$ cat src/rtl/spi_led_scheduler.sv
// spi_led_scheduler: frame sequencer in front of a byte-wide SPI master.
// Plays a 4-frame LED-driver init sequence after reset, then serves two
// round-robin frame requesters. Each 16-bit frame goes out as two bytes,
// high byte first. A minimum gap is kept between frames, and each byte
// has a timeout.
// Timing: the per-byte counter is cleared on the edge that leaves
// SEND_x. The timeout fires on the edge where it would reach
// TIMEOUT_CYCLES-1, so a byte waits at most TIMEOUT_CYCLES-1 cycles.
// GAP lasts GAP_CYCLES cycles, starting the cycle after the last spi_done.
module spi_led_scheduler #(
  parameter int         GAP_CYCLES     = 4,
  parameter int         TIMEOUT_CYCLES = 1024,
  parameter logic [7:0] INTENSITY      = 8'h07,
  parameter logic [7:0] SCAN_LIMIT     = 8'h07
) (
  input  logic        clk,
  input  logic        reset,
  input  logic        req0,
  input  logic [15:0] frame0,
  output logic        ack0,
  input  logic        req1,
  input  logic [15:0] frame1,
  output logic        ack1,
  output logic        spi_start,
  output logic [7:0]  spi_data,
  input  logic        spi_done,
  output logic        busy,
  output logic        init_done,
  output logic        err
);

  localparam logic [15:0] TO_LAST  = 16'(TIMEOUT_CYCLES - 1);
  localparam logic [7:0]  GAP_LAST = 8'(GAP_CYCLES - 1);

  typedef enum logic [2:0] {
    S_INIT_LOAD, S_IDLE, S_SEND_HI, S_WAIT_HI, S_SEND_LO, S_WAIT_LO, S_GAP
  } state_t;

  state_t      r_state;
  logic [1:0]  r_idx;
  logic        r_last;
  logic [15:0] r_frame;
  logic [15:0] r_to_cnt;
  logic [7:0]  r_gap_cnt;
  logic        r_ack0, r_ack1, r_spi_start, r_busy, r_init_done, r_err;
  logic [7:0]  r_spi_data;

  logic        w_grant1;
  logic [15:0] w_gnt_frame;
  logic [15:0] w_init_frame;
  logic [15:0] w_to_nxt;
  logic        w_timeout;

  // Init table lookup for the current index
  always_comb begin
    w_init_frame = 16'h0;
    case (r_idx)
      2'd0: w_init_frame = {8'h0C, 8'h01};
      2'd1: w_init_frame = {8'h0B, SCAN_LIMIT};
      2'd2: w_init_frame = {8'h09, 8'h00};
      2'd3: w_init_frame = {8'h0A, INTENSITY};
      default: w_init_frame = 16'h0;
    endcase
  end

  // Round-robin: requester 1 wins if alone, or on a tie when 0 went last
  assign w_grant1    = req1 & (~req0 | ~r_last);
  assign w_gnt_frame = w_grant1 ? frame1 : frame0;
  assign w_to_nxt    = r_to_cnt + 16'd1;
  assign w_timeout   = (w_to_nxt == TO_LAST);

  // Sequencer FSM; all outputs registered
  always_ff @(posedge clk) begin
    if (!reset) begin
      r_state     <= S_INIT_LOAD;
      r_idx       <= 2'd0;
      r_last      <= 1'b1;
      r_frame     <= 16'h0;
      r_to_cnt    <= 16'h0;
      r_gap_cnt   <= 8'h0;
      r_ack0      <= 1'b0;
      r_ack1      <= 1'b0;
      r_spi_start <= 1'b0;
      r_spi_data  <= 8'h0;
      r_busy      <= 1'b0;
      r_init_done <= 1'b0;
      r_err       <= 1'b0;
    end else begin
      r_ack0      <= 1'b0;
      r_ack1      <= 1'b0;
      r_spi_start <= 1'b0;
      case (r_state)
        S_INIT_LOAD: begin
          r_frame     <= w_init_frame;
          r_spi_data  <= w_init_frame[15:8];
          r_spi_start <= 1'b1;
          r_busy      <= 1'b1;
          r_state     <= S_SEND_HI;
        end
        S_IDLE: begin
          if (r_init_done && (req0 || req1)) begin
            r_frame     <= w_gnt_frame;
            r_spi_data  <= w_gnt_frame[15:8];
            r_spi_start <= 1'b1;
            r_ack0      <= ~w_grant1;
            r_ack1      <= w_grant1;
            r_last      <= w_grant1;
            r_busy      <= 1'b1;
            r_state     <= S_SEND_HI;
          end
        end
        S_SEND_HI: begin
          r_to_cnt <= 16'h0;
          r_state  <= S_WAIT_HI;
        end
        S_WAIT_HI: begin
          if (spi_done) begin
            r_spi_data  <= r_frame[7:0];
            r_spi_start <= 1'b1;
            r_state     <= S_SEND_LO;
          end else if (w_timeout) begin
            r_err     <= 1'b1;
            r_gap_cnt <= 8'h0;
            r_state   <= S_GAP;
          end else begin
            r_to_cnt <= w_to_nxt;
          end
        end
        S_SEND_LO: begin
          r_to_cnt <= 16'h0;
          r_state  <= S_WAIT_LO;
        end
        S_WAIT_LO: begin
          if (spi_done) begin
            r_gap_cnt <= 8'h0;
            r_state   <= S_GAP;
          end else if (w_timeout) begin
            r_err     <= 1'b1;
            r_gap_cnt <= 8'h0;
            r_state   <= S_GAP;
          end else begin
            r_to_cnt <= w_to_nxt;
          end
        end
        S_GAP: begin
          if (r_gap_cnt == GAP_LAST) begin
            if (!r_init_done && r_idx != 2'd3) begin
              r_idx   <= r_idx + 2'd1;
              r_state <= S_INIT_LOAD;
            end else begin
              r_init_done <= 1'b1;
              r_busy      <= 1'b0;
              r_state     <= S_IDLE;
            end
          end else begin
            r_gap_cnt <= r_gap_cnt + 8'd1;
          end
        end
        default: r_state <= S_INIT_LOAD;
      endcase
    end
  end

  assign ack0      = r_ack0;
  assign ack1      = r_ack1;
  assign spi_start = r_spi_start;
  assign spi_data  = r_spi_data;
  assign busy      = r_busy;
  assign init_done = r_init_done;
  assign err       = r_err;

endmodule

$ cat config.mk
export PLATFORM = sky130hd
export DESIGN_NAME = spi_led_scheduler
export DESIGN_NICKNAME = d
export VERILOG_FILES = /design/src/rtl/spi_led_scheduler.sv
export SDC_FILE = /design/constraint.sdc
export NUM_CORES = 1
export LEC_CHECK = 0
export CAP_MARGIN = 30
export CORE_AREA = 5 5 113 83
export DETAILED_ROUTE_END_ITERATION = 6
export DIE_AREA = 0 0 118 88
export GPL_TIMING_DRIVEN = 1
export PLACE_DENSITY = 0.61
export RECOVER_POWER = 100
export REMOVE_ABC_BUFFERS = 1
export SETUP_SLACK_MARGIN = 0.5
export SLEW_MARGIN = 25
export SYNTH_ARGS = -nofsm -noshare
export SYNTH_HDL_FRONTEND = slang
export SYNTH_SLANG_ARGS = --single-unit
export TNS_END_PERCENT = 20
$ cat constraint.sdc
create_clock -name clk -period 3.3 [get_ports clk]
set_clock_uncertainty 0.15 [all_clocks]
set_input_delay 0.66 -clock clk [delete_from_list [all_inputs] [get_ports clk]]
set_output_delay 0.66 -clock clk [all_outputs]
set_load 0.005 [all_outputs]
==> out/metrics.yaml <==
final_layout:
  nFillCells: 818
  nets: 505
  multi_input_area_um2: 1990
  final-instance-count-excl-fill: 566
  final_util: 0.482
  drive_above_1_share: 0.0911
  area_growth_syn_to_layout_pct: 23.4
  antenna_cells: 0
  ff_latch_area_um2: 1050
  fin_area_um2: 3950
worst_setup_path:
  crit_type: "reg2reg"
  rr_worst_depth: 8
  worstSetupStartpoint: "r_to_cnt[5]$_SDFFE_PN0P_"
  start_kind: "flop"
  crit_fanout: 7
  r2r_slack_ns: 0.44
  cp.arrival_ns: 2.94
  crit_required_ns: 3.38
  cp-end-kind: "flop"
  timing.rr.end: "r_to_cnt[11]$_SDFFE_PN0P_"
  r2r_start: "r_to_cnt[5]$_SDFFE_PN0P_"
synth:
  synth-simple-area-share: 0.288
  synth_common_cells: "nand2_1 (74), dfxtp_1 (52), a21oi_1 (31)"
  syn_avg_cell_area_um2: 7.72
  ys_seq_area_frac: 0.325
  yosysWarnings: 0
  synth_cell_types: 59
  synth_top_area_frac: 0.325
  yosys-mux-area-fraction: 0.0250
  yosys.area_share.xor_xnor: 0.0164
  synthTopCellsByArea: "dfxtp_1 (32%), nand2_1 (8.7%), a21oi_1 (4.8%)"
  synth_edf_count: 0
  synth_fa_ha_area_frac: 0.0273
  ys_ff_latch: 52
  netlist_area_um2: 3200
  synth_top_flop_cell: "dfxtp_1"
  synth_top_area_cell: "dfxtp_1"
  async_flop_share: 0
  synth_top_family_by_area: "simple AND/OR/NAND/NOR gates"
  synth_cells: 415
  synth_compound_area_frac: 0.262
  synth_most_common_cell: "nand2_1"
power_and_ir_drop:
  totalPowerFinal_mw: 1.57
  p_int_mw: 1.10
  sw_frac_of_total: 0.298
  clkPwrFrac: 0.322
  power_density_nw_per_um2: 397
  p_sw_mw: 0.467
  p_seq_frac: 0.446
  vdd_drop_max_mv: 0.225
  leakage_nw: 1.52
  power.share.combinational: 0.232
drt:
  vias: 3143
  drt-initial-drc-count: 373
  drc: 0
  dr.pass1.iters: 4
  ant_nets: 0
  wire_per_inst_um: 15.6
  drt_wl_total_mm: 8.82
  via_per_inst: 5.55
timing:
  setup_tns_ns: 0
  max_freq_mhz: 350
  hold_viol_final: 0
  final_max_slew_viol_count: 0
  finalSetupViolCount: 0
  min_period_ns: 2.86
  rsz0062_at_grt: "true"
  finalCritPeriodShare: 0.866
  tightest_slew_ns: 0.808
  slew_headroom: 0.461
clock_tree:
  cts_hold_buf: 0
  cts_buffers: 5
  insertion_delay_ns: 0.30
  clock-sinks: 52
  cts_tree: "built"
  cts_root_buffer: "clkbuf_16"
  clk_pin_slew_worst_paths_ns: 0.07
  clockBufferDepth: 2
  htreeDepth: 2
hold_path:
  worst_hold_startpoint: "busy$_SDFFE_PN0P_"
  hold_end: "busy$_SDFFE_PN0P_"
  hold_path_class: "reg2reg"
  min_delay_path_depth: 2
placement:
  port_buffers: 50
  place.gp.congestion: 0.942
  hpwl_mm: 6.54
  post_dp_cell_area_um2: 3820
  dp.cells: 558
global_route:
  grt_first_pass_wirelength_mm: 14.6
  grt_use_met1: 0.259
  gr-total-overflow: 0
  grtUsageTotal: 0.170
  grt_util_met3: 0.0342
  met2_usage: 0.240
  grt_pass1_vias: 2893
  top_usage_layer: "met1"
  grt_max_degree: 50
  antenna_found_initial: 0
outcome:
  status: "completed"
job:
  cap_violations: 0
floorplan:
  die_h_um: 88
  ios: 51
  fp.dieW_um: 118
  rows: 28
  core-area_um2: 8200
  dieArea_um2: 10400
  initial_core_util: 0.391
-- placed cells by master, fill, tap and decap left out, types with 6 or more instances in the layout --
cell type / n
ha_1: 6
dfxtp_1: 47
o221a_2: 7
mux2i_1: 8
nor2b_1: 11
nand3_1: 15
nand2b_1: 9
o211a_1: 8
nor3_1: 14
dlygate4sd3_1: 16
o21ai_0: 20
nor2_1: 29
buf_4: 10
and3_1: 7
a21oi_1: 31
nand2_1: 74
clkdlybuf4s50_1: 33
a21boi_0: 6
clkbuf_1: 7
inv_1: 11
-- repair_timing --
action / 4_1_cts / 5_1_grt
pin swaps: 1 / 3
setup buffers: 0 / 1
resized for setup: 5 / 10
setup endpoints to repair: 28 / 28
-- cell type report --
cell class | count | area share
Clock buffer | 6 | 0.0326
Clock inverter | 1 | 0.00127
Tap cell | 105 | 0.0332
Inverter | 11 | 0.0104
Timing Repair Buffer | 68 | 0.155
Sequential cell | 52 | 0.266
Multi-Input combinational cell | 323 | 0.502
-- worst max-delay path, stage by stage, from the launching register on --
cell and delay (ns):
dfxtp_1 0.44, nand3_1 0.25, buf_4 0.24, o41ai_1 0.36
a22o_1 0.38, o21ai_0 0.15, clkbuf_1 0.18, or4_1 0.49
a21boi_1 0.15
-- layer usage --
| metal | part of all wire | vias up |
|---|---|---|
| li1 | - | 1592 |
| met1 | 0.51 | 1461 |
| met5 | 0 | - |
| met2 | 0.42 | 82 |
| met4 | 0.0079 | 0 |
| met3 | 0.064 | 8 |
-- registers in the layout, indices dropped and copies added, names as in the netlist --
register / count
r_gap_cnt: 8
ack0: 1
spi_data: 8
init_done: 1
r_to_cnt: 16
r_last: 1
ack1: 1
r_idx: 2
busy: 1
spi_start: 1
r_frame: 8
err: 1
r_state: 3
-- worst max-delay path by stage --
stage / to / cells after the start
2_1_floorplan: r_to_cnt[3]$_SDFFE_PN0P_ / 8
6_report: r_to_cnt[11]$_SDFFE_PN0P_ / 8
5_1_grt: r_to_cnt[11]$_SDFFE_PN0P_ / 8
4_1_cts: r_to_cnt[7]$_SDFFE_PN0P_ / 9
3_3_place_gp: r_gap_cnt[0]$_SDFFE_PN0P_ / 8
3_5_place_dp: r_gap_cnt[3]$_SDFFE_PN0P_ / 8
-- power groups by stage --
stage | registers (mW) | clock network [mW] | logic [mW]
6_report | 0.700 | 0.506 | 0.365
3_3_place_gp | 0.713 | 0 | 0.380
2_1_floorplan | 0.718 | 0 | 0.180
3_5_place_dp | 0.715 | 0 | 0.382
4_1_cts | 0.700 | 0.526 | 0.387
5_1_grt | 0.707 | 0.550 | 0.406
-- per-stage QoR --
step	worst slack (ns)	hold slack, ns
final	0.443	0.332
after global routing	0.245	0.366
after CTS	0.465	0.344
after detailed placement	0.180	0.328
after global placement	0.269	0.325
after floorplan	0.193	0.303
-- kinds of logic (layout without fill, tap and decap cells) --
| logic type | count (synthesis) | count (layout) |
|---|---|---|
| flops | 52 | 52 |
| fa+ha+maj | 7 | 7 |
| buf+inv | 40 | 86 |
| mux | 8 | 8 |
| xor+xnor | 6 | 6 |
| simple gates | 184 | 184 |
| compound gates | 118 | 118 |
(Power assumes the default switching activity.)
